$ cat config.mk
export PLATFORM = sky130hd
export DESIGN_NAME = fmul_issue_arb
export DESIGN_NICKNAME = d
export VERILOG_FILES = /design/src/rtl/fmul_issue_arb.sv
export SDC_FILE = /design/constraint.sdc
export NUM_CORES = 1
export LEC_CHECK = 0
export CORE_AREA = 3 3 104 106
export DETAILED_ROUTE_END_ITERATION = 8
export DIE_AREA = 0 0 107 109
export MAX_ROUTING_LAYER = met4
export SLEW_MARGIN = 20
export SYNTH_ARGS = -nofsm -noshare
export SYNTH_HDL_FRONTEND = slang
export SYNTH_SLANG_ARGS = --single-unit
$ cat constraint.sdc
create_clock -name clk -period 1.5 [get_ports clk]
set_input_delay 0.3 -clock clk [delete_from_list [all_inputs] [get_ports clk]]
set_output_delay 0.3 -clock clk [all_outputs]
set_load 0.01 [all_outputs]
$ cat src/rtl/fmul_issue_arb.sv
// Issue arbiter sharing one pipelined FP multiplier between NREQ requesters.
// Define FMUL_ARB_FIXED_PRIO_EN for fixed priority (lowest index wins); round-robin otherwise.
module fmul_issue_arb #(
  parameter int NREQ = 2,
  parameter int LAT  = 3
) (
  input  logic               clk,
  input  logic               rst,
  input  logic [NREQ-1:0]    req_valid,
  output logic [NREQ-1:0]    req_ready,
  input  logic [NREQ*32-1:0] req_x1,
  input  logic [NREQ*32-1:0] req_x2,
  input  logic               flush,
  output logic [31:0]        mul_x1,
  output logic [31:0]        mul_x2,
  input  logic [31:0]        mul_y,
  output logic [NREQ-1:0]    res_valid,
  output logic [31:0]        res_y,
  output logic [3:0]         inflight
);
  localparam int IDW = $clog2(NREQ);

  logic           grant_any;
  logic [IDW-1:0] grant_idx;
  logic [IDW-1:0] scan_id;
  logic [LAT-1:0] tag_v;
  logic [IDW-1:0] tag_id [LAT];

`ifndef FMUL_ARB_FIXED_PRIO_EN
  localparam logic [IDW-1:0] LAST_ID = IDW'(NREQ - 1);

  logic [IDW-1:0] rr_ptr;

  always_ff @(posedge clk or posedge rst) begin
    if (rst)
      rr_ptr <= '0;
    else if (grant_any)
      rr_ptr <= (grant_idx == LAST_ID) ? '0 : grant_idx + IDW'(1);
  end
`endif

  // First valid requester in scan order wins; flush suppresses issue entirely.
  always_comb begin
    grant_any = 1'b0;
    grant_idx = '0;
    scan_id   = '0;
    if (!flush) begin
      for (int unsigned k = 0; k < NREQ; k++) begin
`ifdef FMUL_ARB_FIXED_PRIO_EN
        scan_id = IDW'(k);
`else
        scan_id = IDW'((32'(rr_ptr) + k) % NREQ);
`endif
        if (!grant_any && req_valid[scan_id]) begin
          grant_any = 1'b1;
          grant_idx = scan_id;
        end
      end
    end
  end

  always_comb begin
    req_ready = '0;
    mul_x1    = '0;
    mul_x2    = '0;
    for (int unsigned i = 0; i < NREQ; i++) begin
      if (grant_any && grant_idx == IDW'(i)) begin
        req_ready[i] = 1'b1;
        mul_x1       = req_x1[32*i +: 32];
        mul_x2       = req_x2[32*i +: 32];
      end
    end
  end

  always_ff @(posedge clk or posedge rst) begin
    if (rst) begin
      tag_v <= '0;
      for (int unsigned k = 0; k < LAT; k++) tag_id[k] <= '0;
    end else if (flush) begin
      tag_v <= '0;
      for (int unsigned k = 0; k < LAT; k++) tag_id[k] <= '0;
    end else begin
      tag_v[0]  <= grant_any;
      tag_id[0] <= grant_idx;
      for (int unsigned k = 1; k < LAT; k++) begin
        tag_v[k]  <= tag_v[k-1];
        tag_id[k] <= tag_id[k-1];
      end
    end
  end

  always_comb begin
    res_valid = '0;
    for (int unsigned i = 0; i < NREQ; i++)
      res_valid[i] = tag_v[LAT-1] && (tag_id[LAT-1] == IDW'(i));
  end

  assign res_y = mul_y;

  always_comb begin
    inflight = '0;
    for (int unsigned k = 0; k < LAT; k++)
      inflight = inflight + 4'(tag_v[k]);
  end

endmodule
==> results.sh <==
export IMPL_antenna_cells=0
export IMPL_drt_drc_violations_left=0
export IMPL_failed_checks="negative setup slack"
export IMPL_timing_final_crit_share_pct=126.4
export IMPL_synth_top_cells_by_count="67 x sky130_fd_sc_hd__nor2_1, 64 x sky130_fd_sc_hd__a32oi_1, 39 x sky130_fd_sc_hd__buf_4"
export IMPL_worstSetupPathType="reg -> out"
export IMPL_initialDrtViolationCount=135
export IMPL_sequential_cell_fraction_of_total_power_pct=11.0
export IMPL_power_share_combinational_pct=75.8
export IMPL_maxClockFrequency_mhz=527.3
export IMPL_unrepaired_setup_endpoints_after_global_routing="yes"
export IMPL_clock_skew_ps=3.253
export IMPL_synth_ff_type="sky130_fd_sc_hd__dfrtp_1"
export IMPL_cts_max_level=1
export IMPL_global_route_overflow=0
export IMPL_avgSynthCellArea_um2=7.438
export IMPL_first_global_vias=2374
export IMPL_pwr_density_cell_mw_per_mm2=509.3
export IMPL_track_usage_pct=13.72
export IMPL_fin_crit_ps=1897
export IMPL_fp_row_count=36
export IMPL_clkLatencyLatePin_ps=220
export IMPL_detailed_router_iteration_count_before_antenna_repair=4
export IMPL_drt_vias_per_instance=4.602
export IMPL_cts_root_buffer_cell="sky130_fd_sc_hd__clkbuf_8"
export IMPL_nFillCells=997
export IMPL_arrival_ps=1600
export IMPL_detailroute_wirelength_met2_um=4980
export IMPL_timing_critical_path_from_type="register"
export IMPL_met3RoutedLength_um=893
export IMPL_place_port_buffers=202
export IMPL_swShare_pct=35.08
export IMPL_crit_path_cell_trace="nand2b_4 > buf_6 > buf_16 > a32oi_2 > nor2_1 > buf_2"
export IMPL_synth_top_cell_area_share_pct=34.73
export IMPL_nNetsFinal=569
export IMPL_critical_path_max_stage_delay_ps=430
export IMPL_max_cap_viol_count=0
export IMPL_grt_pass1_wl_um=12390
export IMPL_globalplace_congestion=0.7002
export IMPL_place_worst_setup_slack_ps=-870.8
export IMPL_synth_cell_types=17
export IMPL_peakVddDrop_v=0.0002361
export IMPL_antenna_left=0
export IMPL_routedLengthMet1_um=3493
export IMPL_status="complete, but fails checks"
export IMPL_post_route_cells_drive_above_1_share_pct=34.33
export IMPL_report_final_slew_viol_count=0
export IMPL_synth_edff_count=0
export IMPL_setup_violations=67
export IMPL_clockPowerShare_pct=13.2
export IMPL_detailed_place_area_mm2=0.003535
export IMPL_post_place_cells=506
export IMPL_cts_buffer_depth=2
export IMPL_top_signal_layer_used="met4"
export IMPL_fin_ws_ps=-396.5
export IMPL_cts_sink_count=7
export IMPL_synth_yosys_warnings=0
export IMPL_async_reset_ff_share_pct=100.0
export IMPL_crit_path_max_fanout=7
export IMPL_pin_count_of_the_biggest_net_entering_global_routing=35
export IMPL_core_area_mm2=0.009864
export IMPL_die_y_um=109
export IMPL_worst_setup_path_end_kind="primary output"
export IMPL_routed_wirelength_um=9475
export IMPL_postLayoutCellArea_mm2=0.003859
export IMPL_dp_final_hpwl_um=6217
export IMPL_ios=269
export IMPL_intPower_w=0.001276
export IMPL_final_hold_violation_count=0
export IMPL_cts_hold_buffers=0
export IMPL_area_delta_synth_final_pct=139.1
export IMPL_syn_cell_area_mm2=0.001614
export IMPL_avgRoutedWirePerCell_um=17.71
export IMPL_cts_buffers=3
export IMPL_hp_class="in -> async"
export IMPL_antenna_found_initial=0
export IMPL_netSwitchingPower_w=0.0006894
export IMPL_netlist_top_cell_by_area="sky130_fd_sc_hd__a32oi_1"
export IMPL_final_setup_tns_ps=-21380
export IMPL_seq_area_frac_synth_pct=10.85
export IMPL_start_util_pct=16.36
export IMPL_required_ps=1200
export IMPL_die_width_um=107
export IMPL_yosys_cell_count_top_type="sky130_fd_sc_hd__nor2_1"
export IMPL_die_area_mm2=0.01166
export IMPL_post_synth_main_area_contributors="sky130_fd_sc_hd__a32oi_1 35%, sky130_fd_sc_hd__buf_4 18%, sky130_fd_sc_hd__nor2_1 16%"
export IMPL_detailroute_via_count=2462
export IMPL_critical_path_slowest_cell="sky130_fd_sc_hd__dfrtp_2"
export IMPL_worst_setup_hold_path_clk_slew_ps=40
export IMPL_cts_tree="done"
export IMPL_p_leak_nw=1.652
export IMPL_layout_cells_non_filler=535
export IMPL_postSynthCellCount=217
export IMPL_synth_seq_cells=7
-- layer usage --
layer	global-route usage (%)	up-vias
li1	-	1157
met1	14.52	1133
met2	26.44	162
met3	2.901	10
met4	2.557	0
met5	-	-
-- final cells by class --
cell class | count | area [um^2] | area share (%)
repair buffers | 243 | 2370 | 61.41
well taps | 133 | 166.4 | 4.313
flip-flops and latches | 7 | 176.4 | 4.572
multi-input cells | 147 | 1097 | 28.44
clock buffers | 4 | 45.04 | 1.167
inverters | 1 | 3.754 | 0.09728
-- cells in the final DEF (no fill, tap or decap), types with 2 or more instances in the layout --
master                            instances
sky130_fd_sc_hd__dlygate4sd2_1            3
sky130_fd_sc_hd__a32oi_2                 19
sky130_fd_sc_hd__buf_2                   67
sky130_fd_sc_hd__nor2b_1                  6
sky130_fd_sc_hd__buf_6                    9
sky130_fd_sc_hd__clkdlybuf4s50_1        129
sky130_fd_sc_hd__buf_16                   6
sky130_fd_sc_hd__buf_4                   10
sky130_fd_sc_hd__a32oi_1                 45
sky130_fd_sc_hd__conb_1                   2
sky130_fd_sc_hd__clkbuf_16                3
sky130_fd_sc_hd__dfrtp_1                  6
sky130_fd_sc_hd__nor2_1                  67
sky130_fd_sc_hd__buf_12                  14
sky130_fd_sc_hd__clkbuf_8                 3
-- critical path, delay by kind of cell (launching register included) --
family,cells,cell delay [ps]
compound gates,1,200
buf+inv,3,450
simple gates,2,280
flops,1,430
-- stage by stage --
step	power, W	util (%)	hold WS [ps]
2_1_floorplan	0.0008275	-	103.4
3_3_place_gp	0.001429	35.83	450.3
3_5_place_dp	0.001438	35.83	457.4
4_1_cts	0.001812	36.14	311.7
5_1_grt	0.002085	39.12	328.8
6_report	0.001965	39.12	305.5
-- power by group through the flow --
stage	combinational, W	sequential (W)	clock (W)
after detailed placement	0.00122	0.000218	0
after global placement	0.00121	0.000218	0
after CTS	0.00133	0.000217	0.000263
after floorplan	0.000612	0.000215	0
final	0.00149	0.000217	0.000259
after global routing	0.00158	0.000217	0.000285
-- sequential cells by signal, summed over array words and instances, names as in the netlist --
signal,count
tag_id,3
tag_v,3
rr_ptr,1
-- what timing repair did --
action,in CTS,in global routing
endpoints found under the setup margin,70,68
endpoints found under the hold margin,0,0
setup buffers,6,9
pin swaps,25,8
gates resized for setup,292,25
gates cloned,7,4
-- path summary, 6_finish.rpt --
| kind | startpoint | to | slack [ps] | cells after the start |
|---|---|---|---|---|
| max in group asynchronous | rst | rr_ptr | 970 | 2 |
| min reg2reg | tag_id[2] | tag_id[1] | 490 | 1 |
| max reg2reg | rr_ptr | tag_id[2] | 450 | 3 |
| min | rst | tag_id[1] | 310 | 2 |
| max | rr_ptr | mul_x1[8] | -400 | 6 |
| min in group clk | tag_id[2] | tag_id[1] | 490 | 1 |
-- logic make-up after synthesis --
kind of cell | synth area share, %
simple gates | 20.39
compound gates | 36.43
buf+inv | 30.85
flops | 10.85
fa+ha+maj | 1.240
other cells | 0.2323
No activity file was read; power rests on OpenSTA's default activity.
==> RTL edit 1, RTL diff (config.mk and constraints unchanged) <==
Make the reset (`rst`) synchronous in 2 clocked blocks.
--- a/src/rtl/fmul_issue_arb.sv
+++ b/src/rtl/fmul_issue_arb.sv
@@ -31,7 +31,7 @@
 
   logic [IDW-1:0] rr_ptr;
 
-  always_ff @(posedge clk or posedge rst) begin
+  always_ff @(posedge clk) begin
     if (rst)
       rr_ptr <= '0;
     else if (grant_any)
@@ -72,7 +72,7 @@
     end
   end
 
-  always_ff @(posedge clk or posedge rst) begin
+  always_ff @(posedge clk) begin
     if (rst) begin
       tag_v <= '0;
       for (int unsigned k = 0; k < LAT; k++) tag_id[k] <= '0;
Check against the original RTL: differs if rst is asserted again (counterexample within 4 cycles, from zero or initial values and one cycle with rst high); with rst held inactive, the same outputs for 10 cycles.
==> RTL edit 1 against the original RTL <==
The run still ends with setup timing left; sequential cell count stayed put; cell area fell by 12%; wire length fell by 8.0%; worst setup slack better by 0.23 ns; total power decreased by 25%; global-route usage increased by 0.070 points; synthesized area is 4.7% lower; critical path depth stayed put.
==> RTL edit 1: results (changes against the original RTL) <==
status = finished with violations
failing checks = setup timing
# fillers = 1,030 (+3.3%)
Hold Path Class = in2reg
Post-synth EDFFs = 3 (+3)
asr flop ratio synth = 0% (-100 points)
final instance area = 3400 sq um (-12%)
Setup Buffers After CTS = 2 (-4)
critical path arrival = 1.37 ns (-0.23 ns)
inverters = 0 (-1)
TNS Setup = -9.31 ns (+12.07 ns)
dpl hpwl = 6350 um (+2.1%)
GP Congestion = 0.668 (-4.5%)
bufs w/o clock = 222 (-8.6%)
CP peak stage delay = 0.33 ns (-0.10 ns)
peak supply drop = 0.199 mV (-16%)
ys flop type = dfxtp_1
Synth Area in Compound Gates = 38.2% (+1.8 points)
area post-placement = 3480 sq um (-1.4%)
placed cell count = 507 (+0.20%)
worst setup slack after layout = -0.167 ns (+0.230 ns)
largest net degree at the start of global routing = 34 (-2.9%)
synth top area cells = a32oi_1, buf_4, nor2_1
Post-Synth Adder-Cell Area = 1.30% (+0.061 points)
non-filler cells, final = 517 (-3.4%)
Total Routing Usage GR = 13.8% (+0.070 points)
Setup WS pre-CTS = -0.947 ns (-0.0758 ns)
clock skew = 0.00514 ns (+0.00189 ns)
Slowest cell on crit path = dfxtp_2
initial drt markers = 117 (-13%)
Setup violations, final = 66 (-1.5%)
post-synthesis sequential area ratio = 11.1% (+0.20 points)
Non-clock buffer share = 59.2% (-2.2 points)
WL final = 8720 um (-8.0%)
CP max FO = 16 (+9)
[RTL edit 1: power breakdown]
group	total [mW]	switching (mW)	internal [mW]
Sequential	0.214	0.00501	0.209
Combinational	0.986	0.404	0.582
Clock	0.271	0.0902	0.180
[RTL edit 1: worst paths after layout]
check	cells past startpoint	end	from	slack (ns)
setup / recovery	6	mul_x1[9]	rr_ptr	-0.17
hold / removal	2	tag_v[0]	req_valid[0]	0.38
setup reg to reg	4	rr_ptr	rr_ptr	0.43
hold reg to reg	1	tag_v[1]	tag_v[0]	0.46
[RTL edit 1: critical path, delay by kind of cell (launching register included)]
family                 cells  cell delay [ns]
buffers and inverters      3             0.42
DFF                        1             0.33
AOI/OAI and AO/OA          2             0.27
and+or+nand+nor            1             0.10
[RTL edit 1: routing by layer]
metal / track usage, % / up-vias / part of all wire, %
met5: - / - / 0
met4: 5.48 / 0 / 2.9
met3: 2.43 / 26 / 8.6
met2: 24.5 / 157 / 51
met1: 15.4 / 1140 / 37
li1: - / 1122 / -
==> RTL edit 2, RTL diff (config.mk and constraints unchanged) <==
Made on the original files. The parameter `LAT` goes from 3 to 6.
--- a/src/rtl/fmul_issue_arb.sv
+++ b/src/rtl/fmul_issue_arb.sv
@@ -2,7 +2,7 @@
 // Define FMUL_ARB_FIXED_PRIO_EN for fixed priority (lowest index wins); round-robin otherwise.
 module fmul_issue_arb #(
   parameter int NREQ = 2,
-  parameter int LAT  = 3
+  parameter int LAT  = 6
 ) (
   input  logic               clk,
   input  logic               rst,
Behaviour: not the same (a bounded check fails within 4 cycles, from zero or initial values and one cycle with rst high).
==> RTL edit 2 against the original RTL <==
The run still ends with setup timing left; largest power group unchanged; total power increased by 21%; clock skew about the same; wire length increased by 15%; sequential power increased by 76%; synthesized area increased by 8.1%; register-to-register slack got worse by 0.36 ns; highest routed layer unchanged; sequential share of layout area increased by 2.9 points; critical path depth increased by 1; sequential cell count increased by 6; cell area increased by 14%; worst setup slack got worse by 0.88 ns; clock power increased by 20%; die area unchanged; global-route usage increased by 2.9 points.
==> RTL edit 2: results (changes against the original RTL) <==
Global Route met1 Usage = 17.0% (+2.5 points)
GRT met2 Usage = 32.6% (+6.2 points)
R2R cell count = 8 (+5)
Setup WS pre-CTS = -1.45 ns (-0.581 ns)
nets = 612 (+7.6%)
Setup violations, final = 69 (+3.0%)
Comb power frac = 70.9% (-4.9 points)
clk_lat worst skew = 0.24 ns (+0.02 ns)
combinational power = 1.69 mW (+13%)
status = finished with violations
Synth Area in Compound Gates = 33.3% (-3.1 points)
Buffers on Ports = 203 (+0.50%)
number of global-route vias before repair = 2,873 (+21%)
area post-placement = 3750 sq um (+6.2%)
synth top area cells = a32oi_1, dfrtp_1, buf_4
largest net degree at the start of global routing = 36 (+2.9%)
flop-to-flop setup slack = 0.09 ns (-0.36 ns)
peak supply drop = 0.223 mV (-5.3%)
DR WL met2 = 6170 um (+24%)
CP startpoint = tag_v[3]
Post-Synth Adder-Cell Area = 4.16% (+2.9 points)
dpl hpwl = 6920 um (+11%)
CP max FO = 2 (-5)
Slowest cell on crit path = fa_1
initial drt markers = 122 (-9.6%)
Post-synth top cells = nor2_1, a32oi_1, buf_4
critical path arrival = 2.47 ns (+0.87 ns)
Critical Path End = inflight[1]
leakage = 1.92 nW (+16%)
CP delay by family, top = adder cells
worst-case hold slack = 0.379 ns (+0.0738 ns)
clock skew = 0.00342 ns (+0.000164 ns)
failing checks = setup timing
CP peak stage delay = 0.54 ns (+0.11 ns)
GR Layer Usage met3 = 3.26% (+0.36 points)
placed cell count = 528 (+4.3%)
# fillers = 968 (-2.9%)
number of vias in the routed layout = 2,709 (+10%)
Unique masters post-synth = 16 (-1)
TNS Setup = -29.61 ns (-8.23 ns)
GP Congestion = 0.740 (+5.7%)
non-filler cells, final = 575 (+7.5%)
Total Routing Usage GR = 16.7% (+2.9 points)
Syn-to-layout area delta = 152%
Mapped Cells = 238 (+9.7%)
Largest regs = tag_id: 6 flops, tag_v: 6 flops, rr_ptr: 1 flops
WL final = 10,900 um (+15%)
worst setup slack after layout = -1.27 ns (-0.877 ns)
==> RTL edit 2: worst min path at each step <==
stage,endpoint,cells past startpoint
CTS,tag_v[5],2
finish,tag_v[5],2
global route,tag_id[0],2
global placement,tag_id[1],1
floorplan,rr_ptr,1
detailed placement,tag_id[2],1
==> RTL edit 2: what timing repair did <==
action / in CTS / in global routing
setup endpoints to repair: 71 / 69
buffers inserted: 26 / 12
resized for setup: 319 / 54
gates cloned: 8 / 6
hold buffers: 0 / 0
pin swaps: 56 / 38
==> RTL edit 2: layout make-up <==
| type | instances | area share, % |
|---|---|---|
| inverter | 7 | 0.598 |
| clock buffer | 4 | 1.02 |
| multi-input combinational | 155 | 29.7 |
| tap | 133 | 3.79 |
| sequential | 13 | 7.43 |
| timing repair buffer | 263 | 57.4 |
